<file path="config.mk">
export PLATFORM = sky130hd
export DESIGN_NAME = sc_intc
export DESIGN_NICKNAME = d
export VERILOG_FILES = /design/src/rtl/sc_intc_pkg.sv /design/src/rtl/sc_intc_prio.sv /design/src/rtl/sc_intc.sv
export SDC_FILE = /design/constraint.sdc
export NUM_CORES = 1
export LEC_CHECK = 0
export BUFFER_PORTS_ARGS = -buffer_cell sky130_fd_sc_hd__buf_4
export CAP_MARGIN = 5
export CORE_MARGIN = 2
export CORE_UTILIZATION = 40
export DETAILED_ROUTE_END_ITERATION = 10
export GPL_TIMING_DRIVEN = 1
export PLACE_DENSITY = 0.86
export SETUP_SLACK_MARGIN = 0.15
export SLEW_MARGIN = 20
export SYNTH_ARGS = -nofsm -noshare
export SYNTH_HDL_FRONTEND = slang
export SYNTH_HIERARCHICAL = 1
export SYNTH_SLANG_ARGS = --single-unit
</file>
<file path="constraint.sdc">
create_clock -name clk -period 2.62 [get_ports clk]
set_clock_uncertainty 0.2 [all_clocks]
set_input_delay 0.524 -clock clk [delete_from_list [all_inputs] [get_ports clk]]
set_output_delay 0.524 -clock clk [all_outputs]
set_load 0.02 [all_outputs]
</file>
<file path="src/rtl/sc_intc_pkg.sv">
// Shared definitions for the sc_intc interrupt controller: register offsets,
// controller states and the id-width helper.
package sc_intc_pkg;

    localparam logic [3:0] INTC_PEND = 4'h0;
    localparam logic [3:0] INTC_MASK = 4'h4;
    localparam logic [3:0] INTC_VEC  = 4'h8;
    localparam logic [3:0] INTC_EOI  = 4'hC;

    typedef enum logic {
        ST_IDLE    = 1'b0,
        ST_SERVICE = 1'b1
    } intc_state_e;

    // Width of the latched source id; clamp to 1 so N_SRC=1 still elaborates.
    function automatic int id_width(input int n_src);
        return (n_src > 1) ? $clog2(n_src) : 1;
    endfunction

endpackage

</file>
<file path="src/rtl/sc_intc_prio.sv">
// Combinational lowest-index priority encoder: index 0 wins.
module sc_intc_prio
    import sc_intc_pkg::*;
#(
    parameter int N = 8,
    parameter int W = id_width(N)
) (
    input  logic [N-1:0] req_i,
    output logic         any_o,
    output logic [W-1:0] idx_o
);

    always_comb begin
        any_o = |req_i;
        idx_o = '0;
        // Scan downwards so the lowest set index is the last assignment.
        for (int i = N - 1; i >= 0; i--) begin
            if (req_i[i]) begin
                idx_o = W'(i);
            end
        end
    end

endmodule

</file>
<file path="src/rtl/sc_intc.sv">
// Interrupt controller with pending/mask/vector/EOI registers on the CPU data bus.
// Define SC_INTC_EDGE_EN for rising-edge sources; otherwise sources are level-sensitive.
module sc_intc
    import sc_intc_pkg::*;
#(
    parameter int          N_SRC = 8,
    parameter logic [31:0] BASE  = 32'h0000_FF00
) (
    input  logic             clk,
    input  logic             clr,
    input  logic [N_SRC-1:0] irq,
    output logic             intr,
    input  logic             inta,
    input  logic [31:0]      addr,
    input  logic [31:0]      wdata,
    input  logic             we,
    output logic             sel,
    output logic [31:0]      rdata
);

    localparam int IDW = id_width(N_SRC);

    intc_state_e      state_q, state_d;
    logic [N_SRC-1:0] pend_q, pend_d;
    logic [N_SRC-1:0] mask_q, mask_d;
    logic [IDW-1:0]   id_q, id_d;
    logic             intr_q, intr_d;

    logic [N_SRC-1:0] set;
    logic [N_SRC-1:0] act;
    logic [N_SRC-1:0] ack_clr;
    logic [N_SRC-1:0] wr_clr;
    logic             act_any;
    logic [IDW-1:0]   act_idx;
    logic [3:0]       off;
    logic             wr_en, wr_pend, wr_mask, wr_eoi;
    logic             ack;
    logic             busy;
    logic             unused_bits;

    // Upper write-data bits and the byte lane are don't-care for this register file.
    assign unused_bits = ^{wdata, addr[1:0]};

    assign sel     = (addr[31:4] == BASE[31:4]);
    assign off     = {addr[3:2], 2'b00};
    assign wr_en   = we & sel;
    assign wr_pend = wr_en && (off == INTC_PEND);
    assign wr_mask = wr_en && (off == INTC_MASK);
    assign wr_eoi  = wr_en && (off == INTC_EOI);

    assign busy = (state_q == ST_SERVICE);
    assign intr = intr_q;
    assign act  = pend_q & mask_q;

    sc_intc_prio #(
        .N (N_SRC),
        .W (IDW)
    ) u_prio (
        .req_i (act),
        .any_o (act_any),
        .idx_o (act_idx)
    );

`ifdef SC_INTC_EDGE_EN
    logic [N_SRC-1:0] irq_q;

    // Follows irq through reset too, so a line held across reset gives no edge.
    always_ff @(posedge clk) begin
        irq_q <= irq;
    end

    assign set = irq & ~irq_q;
`else
    assign set = irq;
`endif

    assign ack    = (state_q == ST_IDLE) && inta && act_any;
    assign wr_clr = wr_pend ? wdata[N_SRC-1:0] : '0;

    for (genvar gi = 0; gi < N_SRC; gi++) begin : g_ack_clr
        assign ack_clr[gi] = ack && (act_idx == IDW'(gi));
    end

    always_comb begin
        state_d = state_q;
        id_d    = id_q;
        intr_d  = 1'b0;
        mask_d  = wr_mask ? wdata[N_SRC-1:0] : mask_q;
        // New requests override any clear landing on the same bit.
        pend_d  = (pend_q & ~(wr_clr | ack_clr)) | set;

        case (state_q)
            ST_IDLE: begin
                intr_d = act_any;
                if (inta) begin
                    if (act_any) begin
                        id_d    = act_idx;
                        state_d = ST_SERVICE;
                        intr_d  = 1'b0;
                    end else begin
                        id_d = IDW'(N_SRC - 1);
                    end
                end
            end
            ST_SERVICE: begin
                if (wr_eoi) begin
                    state_d = ST_IDLE;
                end
            end
            default: state_d = ST_IDLE;
        endcase
    end

    always_ff @(posedge clk) begin
        if (clr) begin
            state_q <= ST_IDLE;
            pend_q  <= '0;
            mask_q  <= '0;
            id_q    <= '0;
            intr_q  <= 1'b0;
        end else begin
            state_q <= state_d;
            pend_q  <= pend_d;
            mask_q  <= mask_d;
            id_q    <= id_d;
            intr_q  <= intr_d;
        end
    end

    always_comb begin
        rdata = '0;
        if (sel) begin
            case (off)
                INTC_PEND: rdata = 32'(pend_q);
                INTC_MASK: rdata = 32'(mask_q);
                INTC_VEC:  rdata = {busy, 26'b0, 5'(id_q)};
                default:   rdata = '0;
            endcase
        end
    end

endmodule

</file>
After elaboration in Yosys (flattened, before gate mapping) --
Index checks and enable logic that the tools add are counted.
Storage, ports and cells: register bits 21, input port bits 76, output and inout port bits 34
Operators by class: equality and inequality tests 11, muxes and demuxes 16, bitwise logic cells 7, reduce and logical (&&, ||, !) cells 18
Operators with widths (count):
- $pmux W32 S3 | 1
- $mux W32 | 1
- $eq A28 B12 Y1 const B | 1
- $mux W3 | 9
- $and A8 B8 Y8 | 2
- $or A8 B8 Y8 | 2
- $logic_and A1 B1 Y1 | 13
- $eq A3 B3 Y1 const B | 4
- $mux W8 | 1
- $not A8 Y8 | 1
- $reduce_or A8 Y1 | 1
- $eq A3 B2 Y1 const B | 2
- $eq A2 B2 Y1 const B | 2
- $logic_not A4 Y1 | 1
- $eq A3 B1 Y1 const B | 1
- $logic_not A3 Y1 | 1
- $mux W1 | 3
- $reduce_or A3 Y1 | 1
- $eq A2 B1 Y1 const B | 1
- $pmux W1 S2 | 1
- $reduce_and A2 Y1 | 1
- $and A1 B1 Y1 | 1
- $not A1 Y1 | 1

Depth between registers and ports, before layout --
Gate-level depths: netlist of the first run.
word-level depth 15, depth in mapped cells 8, mapped depth without buffers 8

Modules after synthesis --
Netlist of the first run, hierarchy kept.
Modules (own cells, without submodules):
- sc_intc | instances 1, cells each 175, area an instance 1403.8 um^2, sequential area each 420.4 um^2
- sc_intc_prio | instances 1, cells each 13, area an instance 81.3 um^2, sequential area each 0.0 um^2

Worst setup path after synthesis of the first run --
OpenSTA, ideal clock, no wires.
kind input to output, start point input port addr[29], end point output port rdata[3], arrival time 2.087 ns, data required time 1.896 ns, path slack -0.191 ns, cell stages on the path 4, buffers on the path 1, cells stage by stage or4_4 or3_1 buf_6 nor3_1
Between the ends: longest elaborated chain between the ends 2
RTL lines:
- start: declaration | RTL line sc_intc.sv:14 | input logic [31:0] addr,
- $eq A28 B12 Y1 | RTL line sc_intc.sv:44 | assign sel = (addr[31:4] == BASE[31:4]);
- $mux W32 | RTL line sc_intc.sv:132 | if (sel) begin
- end: declaration | RTL line sc_intc.sv:18 | output logic [31:0] rdata
No other way between the ends.

Final worst setup path of the first run --
start point input port addr[29], end point output port rdata[31]
The elaborated chain is that of the path after synthesis.

==> results_dict.tcl, run 1 <==
set metrics [dict create \
    cts_tree "yes" \
    reg2reg_to "pend_q[6]" \
    vias 1697 \
    hold_end "intr" \
    max_stage_delay_ns 0.53 \
    grt_pass1_wl_um 6990 \
    start_util 0.412 \
    grt-ovfl-total 0 \
    synth_top_area_cell "dfxtp_1" \
    finalSetupTns_ns -1.25 \
    final-setup-viol-count 18 \
    crit_chain "buf_6 > or4_4 > or3_4 > buf_12 > clkinv_4 > and3_4 > buf_6" \
    cts_buffers 3 \
    swShare 0.280 \
    drt_iter0_markers 63 \
    peakVddDrop_uv 174 \
    min_from "inta" \
    critPathMaxFanout 5 \
    fin_ws_ns -0.184 \
    reg2reg_depth 8 \
    hold_path_class "in -> reg" \
    routabilityCongestion 0.812 \
    leakage_nw 1.03 \
    r2r_slack_ns 0.24 \
    firstDrtPassIters 4 \
    die_area_um2 4220 \
    gr-usage-all-layers 0.214 \
    ys_seq_area_frac 0.283 \
    synth_edf_count 0 \
    tightest_slew_ns 0.513 \
    cpMaxStageDelayCell "or4_4" \
    postSynth.asyncResetShare 0 \
    report.final.slew_viol_count 0 \
    clk_pin_slew_worst_paths_ns 0.08 \
    drcViolationCount 0 \
    clock-sinks 21 \
    cp-start-kind "input pin" \
    violations "setup timing" \
    grt_max_degree 22 \
    rsz0062_at_grt "true" \
    wl_um 4840 \
    diodes 0 \
    finalNetCount 339 \
    clock_latency_ns 0.26 \
    drive_gt1_frac 0.435 \
    endpoint_kind "output pin" \
    hold_viol 0 \
    yosys.area.top_type_share 0.283 \
    synth.avg_cell_area_um2 7.90 \
    synth_cells 188 \
    p_sw_mw 0.201 \
    pwr-share-comb 0.233 \
    antenna_found_initial 0 \
    post-route-period-util 1.07 \
    whs_path_depth 2 \
    p_seq_frac 0.474 \
    die_h_um 64.9 \
    ant_nets 0 \
    cp.arrival_ns 2.08 \
    first_global_vias 1508 \
    vias_per_cell 5.47 \
    max_freq_mhz 357 \
    synth-seq-cells 21 \
    die_width_um 64.9 \
    fin_util 0.663 \
    fin_hold_ws_ns 0.243 \
    yosysUniqueCellTypes 39 \
    synth_common_cells "buf_4 (23), dfxtp_1 (21), a21oi_1 (20)" \
    cap_violations 0 \
    path_class "in -> out" \
    critPathRequiredTime_ns 1.90 \
    dp_hpwl_um 2980 \
    cpMostUsedCell "buf_6" \
    clock_path_buffers 2 \
    placementRows 22 \
    total_power_mw 0.717 \
    avgRoutedWirePerCell_um 15.6 \
    slew_headroom 0.655 \
    ioPinCount 110 \
    p_int_mw 0.516 \
    yosysWarnings 6 \
    cts_max_level 1 \
    power_density_nw_per_um2 300 \
    worstSetupStartpoint "addr[29]" \
    outcome "finished, violations left" \
    layout_min_cycle_time_ns 2.80 \
    layout.cells.non_filler 310 \
    ys.flop_type "dfxtp_1" \
    ctsHoldBuffers 0 \
    clkPwrFrac 0.294 \
    syn2layout_area_growth_pct 61.1 \
    portBuffers 60 \
    syn_area_um2 1490 \
    synth_most_common_cell "buf_4" \
    dp_cells 296 \
    synth.area.top_cells "dfxtp_1 (28%), buf_4 (12%), a21oi_1 (6.7%), mux2i_1 (5.4%), nand3_1 (4.7%)" \
    cts_root_buf "clkbuf_8" \
    r2r-start "pend_q[4]" \
    coreArea_um2 3610 \
]
-- cell families (layout without fill, tap and decap cells) --
family / Yosys count / after routing / share of synthesized area
other cells: 1 / 23 / 0.00252
flops: 21 / 21 / 0.283
buf+inv: 36 / 88 / 0.157
compound gates: 45 / 45 / 0.181
simple gates: 77 / 77 / 0.323
mux: 8 / 8 / 0.0539
-- worst max path at each step --
| stage | to | slack, ns | cells after the start |
|---|---|---|---|
| after global routing | rdata[31] | -0.22 | 8 |
| after global placement | rdata[31] | -0.18 | 8 |
| after floorplan | rdata[31] | -0.01 | 5 |
| final | rdata[31] | -0.18 | 7 |
| after CTS | rdata[31] | -0.13 | 7 |
| after detailed placement | rdata[31] | -0.20 | 8 |
-- area by class of cell --
| cell class | instances | area [µm²] |
|---|---|---|
| fill | 289 | 1210 |
| multi-input combinational | 153 | 1110 |
| timing repair buffer | 79 | 731 |
| sequential | 21 | 420 |
| tap | 48 | 60.1 |
| clock buffer | 3 | 41.3 |
| inverter | 5 | 23.8 |
| clock inverter | 1 | 5.00 |
-- critical path, delay by kind of cell --
family,cells,cell delay [ns]
buffers and inverters,4,0.41
and+or+nand+nor,3,1.14
-- registers in the layout, indices dropped and copies added, names as in the netlist --
name	flops
busy	1
id_q	3
intr	1
mask_q	8
pend_q	8
-- what timing repair did --
action                                  4_1_cts  5_1_grt
gates resized for setup                      36       23
pin swaps                                    14       14
setup buffers                                 7        2
endpoints found under the setup margin       10       20
gates cloned                                  1        0
-- stage by stage --
step / instance area (µm²) / setup WS [ns]
6_report: 2390 / -0.184
5_1_grt: 2390 / -0.221
4_1_cts: 2310 / -0.128
3_5_place_dp: 2020 / -0.197
3_3_place_gp: 2020 / -0.182
2_1_floorplan: 1640 / -0.0120
-- layer usage --
metal,wire length [µm],track usage,vias to the layer above
li1,-,-,791
met1,1830,0.252,806
met2,2600,0.385,86
met3,286,0.0330,14
met4,120,0.0824,0
met5,0,0,-
-- cell usage in the layout, fill, tap and decap left out, types with 2 or more instances in the layout --
cell / netlist / final
o21ai_0: 9 / 2
or3_1: 4 / 3
buf_4: 23 / 50
o21ai_1: 0 / 5
nor2_1: 13 / 10
conb_1: 1 / 23
and4_1: 2 / 2
inv_1: 4 / 4
nand2_1: 3 / 3
and3b_1: 2 / 2
nor4_4: 1 / 2
nor2_4: 0 / 3
a311oi_1: 2 / 2
nand3_1: 14 / 14
nor2b_1: 10 / 10
nor3_4: 0 / 5
dfxtp_1: 21 / 21
nor4bb_4: 0 / 2
a21oi_1: 20 / 20
nand4b_1: 2 / 2
buf_6: 1 / 26
clkbuf_8: 0 / 3
a211oi_2: 0 / 7
nor4_2: 1 / 3
mux2i_1: 8 / 8
and2_1: 8 / 8
o21ai_2: 0 / 2
-- power groups by stage --
stage | Clock, mW | Combinational [mW] | Sequential [mW]
floorplan | 0 | 0.101 | 0.344
global placement | 0 | 0.139 | 0.346
detailed placement | 0 | 0.142 | 0.347
CTS | 0.216 | 0.153 | 0.339
global route | 0.233 | 0.178 | 0.341
finish | 0.211 | 0.167 | 0.340
Note: power is estimated with default switching activity, not from simulation.
==> run 2: changes to the inputs <==
GPL_TIMING_DRIVEN = 0   (was 1)
REMOVE_ABC_BUFFERS = 1   (was not set)
==> results_dict.tcl, run 2 (synthesized netlist as in run 1, its figures left out) <==
set metrics [dict create \
    outcome "finished, violations left" \
    violations "setup timing" \
    crit_buf_inv 3 \
    reg_top3 "mask_q (8), pend_q (8), id_q (3)" \
    avgRoutedWirePerCell_um 13.4 \
    leakage_nw 0.898 \
    routabilityCongestion 0.973 \
    endpoint_kind "output pin" \
    fin_util 0.579 \
    power_density_nw_per_um2 339 \
    cp-start-kind "input pin" \
    start_util 0.412 \
    wl_um 3950 \
    r2r-start "pend_q[4]" \
    portBuffers 60 \
    hold_viol 0 \
    vias 1519 \
    firstDrtPassIters 4 \
    antenna_found_initial 0 \
    critPathRequiredTime_ns 1.90 \
    die_area_um2 4220 \
    cts_buffers 3 \
    layout_min_cycle_time_ns 2.69 \
    cts_root_buf "clkbuf_8" \
    slew_headroom 0.629 \
    cpLargestDelayFamily "simple AND/OR/NAND/NOR gates" \
    num-fill-cells 333 \
    clock-sinks 21 \
    coreArea_um2 3610 \
    drive_gt1_frac 0.350 \
    cap_violations 0 \
    hold_end "pend_q[7]" \
    peakVddDrop_uv 151 \
    vias_per_cell 5.17 \
    grt_max_degree 22 \
    r2r_slack_ns 0.39 \
    grt-ovfl-total 0 \
    clock_latency_ns 0.26 \
    rsz0062_at_grt "true" \
    crit_chain "buf_6 > nor4bb_4 > nand4_1 > or3_4 > inv_2 > and3_1 > buf_6" \
    ant_nets 0 \
    total_power_mw 0.707 \
    die_width_um 64.9 \
    max_freq_mhz 372 \
    max_stage_delay_ns 0.47 \
    finalNetCount 323 \
    reg2reg_to "pend_q[5]" \
    diodes 0 \
    critPathMaxFanout 4 \
    final_common_cell "buf_4" \
    dp_cells 287 \
    placementRows 22 \
    min_from "wdata[7]" \
    dp_hpwl_um 2790 \
    grt_pass1_wl_um 6380 \
    reg2reg_depth 6 \
    clk_pin_slew_worst_paths_ns 0.07 \
    drt_iter0_markers 98 \
    ioPinCount 110 \
    preCtsSetupSlack_ns -0.747 \
    gr-usage-all-layers 0.192 \
    fin_ws_ns -0.0716 \
    cp.depth 7 \
    drcViolationCount 0 \
    whs_path_depth 2 \
    first_global_vias 1360 \
    cp.arrival_ns 1.97 \
    report.final.slew_viol_count 0 \
    hold_path_class "in -> reg" \
    cts_max_level 1 \
    die_h_um 64.9 \
    clock_path_buffers 2 \
    cts_tree "yes" \
    cpMostUsedCell "buf_6" \
    post-route-period-util 1.03 \
    syn2layout_area_growth_pct 40.5 \
    cpMaxStageDelayCell "or3_4" \
    final_cell_mix "buf_4 (53), conb_1 (23), dfxtp_1 (21)" \
    tightest_slew_ns 0.552 \
    path_class "in -> out" \
    ctsHoldBuffers 0 \
    final-setup-viol-count 6 \
    layout.cells.non_filler 294 \
]
-- run 2: cell type report --
type                       count  area (µm²)  area share
clock buffer                   4        45.0      0.0216
inverter                       5        18.8     0.00899
multi-input combinational    154        1040       0.500
sequential                    21         420       0.201
tap                           48        60.1      0.0288
timing repair buffer          62         499       0.239
-- run 2: layer usage --
metal,global-route usage,wire length (µm)
met5,0,0
met3,0.0399,339
met4,0.0559,25
met2,0.330,1910
met1,0.241,1670
-- run 2: report_power, final --
group | switching [mW] | leakage, nW | internal, mW | total (mW)
Sequential | 0.00765 | 0.173 | 0.331 | 0.339
Combinational | 0.0785 | 0.703 | 0.0736 | 0.152
Clock | 0.108 | 0.0228 | 0.109 | 0.216
-- run 2: repair_timing --
action / in CTS / in global routing
pin swaps: 11 / 1
gates cloned: 1 / 0
setup buffers: 2 / 0
resized for setup: 26 / 5
setup endpoints to repair: 10 / 12
-- run 2: worst register-to-register path, stage by stage, from the launching register on --
cell and delay [ns]:
dfxtp_1 0.33, and2_1 0.20, o41ai_2 0.54, inv_1 0.20, or3_1 0.42, a21oi_1 0.15, a211oi_1 0.06
-- run 2: how the worst max path moves through the flow --
stage / startpoint / slack (ns) / to
detailed placement: addr[16] / -0.75 / rdata[3]
finish: addr[4] / -0.07 / rdata[31]
CTS: addr[4] / -0.07 / rdata[3]
global placement: addr[16] / -0.74 / rdata[4]
global route: addr[6] / -0.16 / rdata[31]
floorplan: addr[16] / -0.36 / rdata[3]
-- run 2: per-stage QoR --
step	cell area [µm²]	hold slack [ns]	TNS (ns)
6_report	2090	0.246	-0.345
5_1_grt	2090	0.248	-1.15
4_1_cts	2070	0.243	-0.407
3_5_place_dp	1860	0.282	-6.89
3_3_place_gp	1860	0.269	-6.78
2_1_floorplan	1350	0.252	-2.57
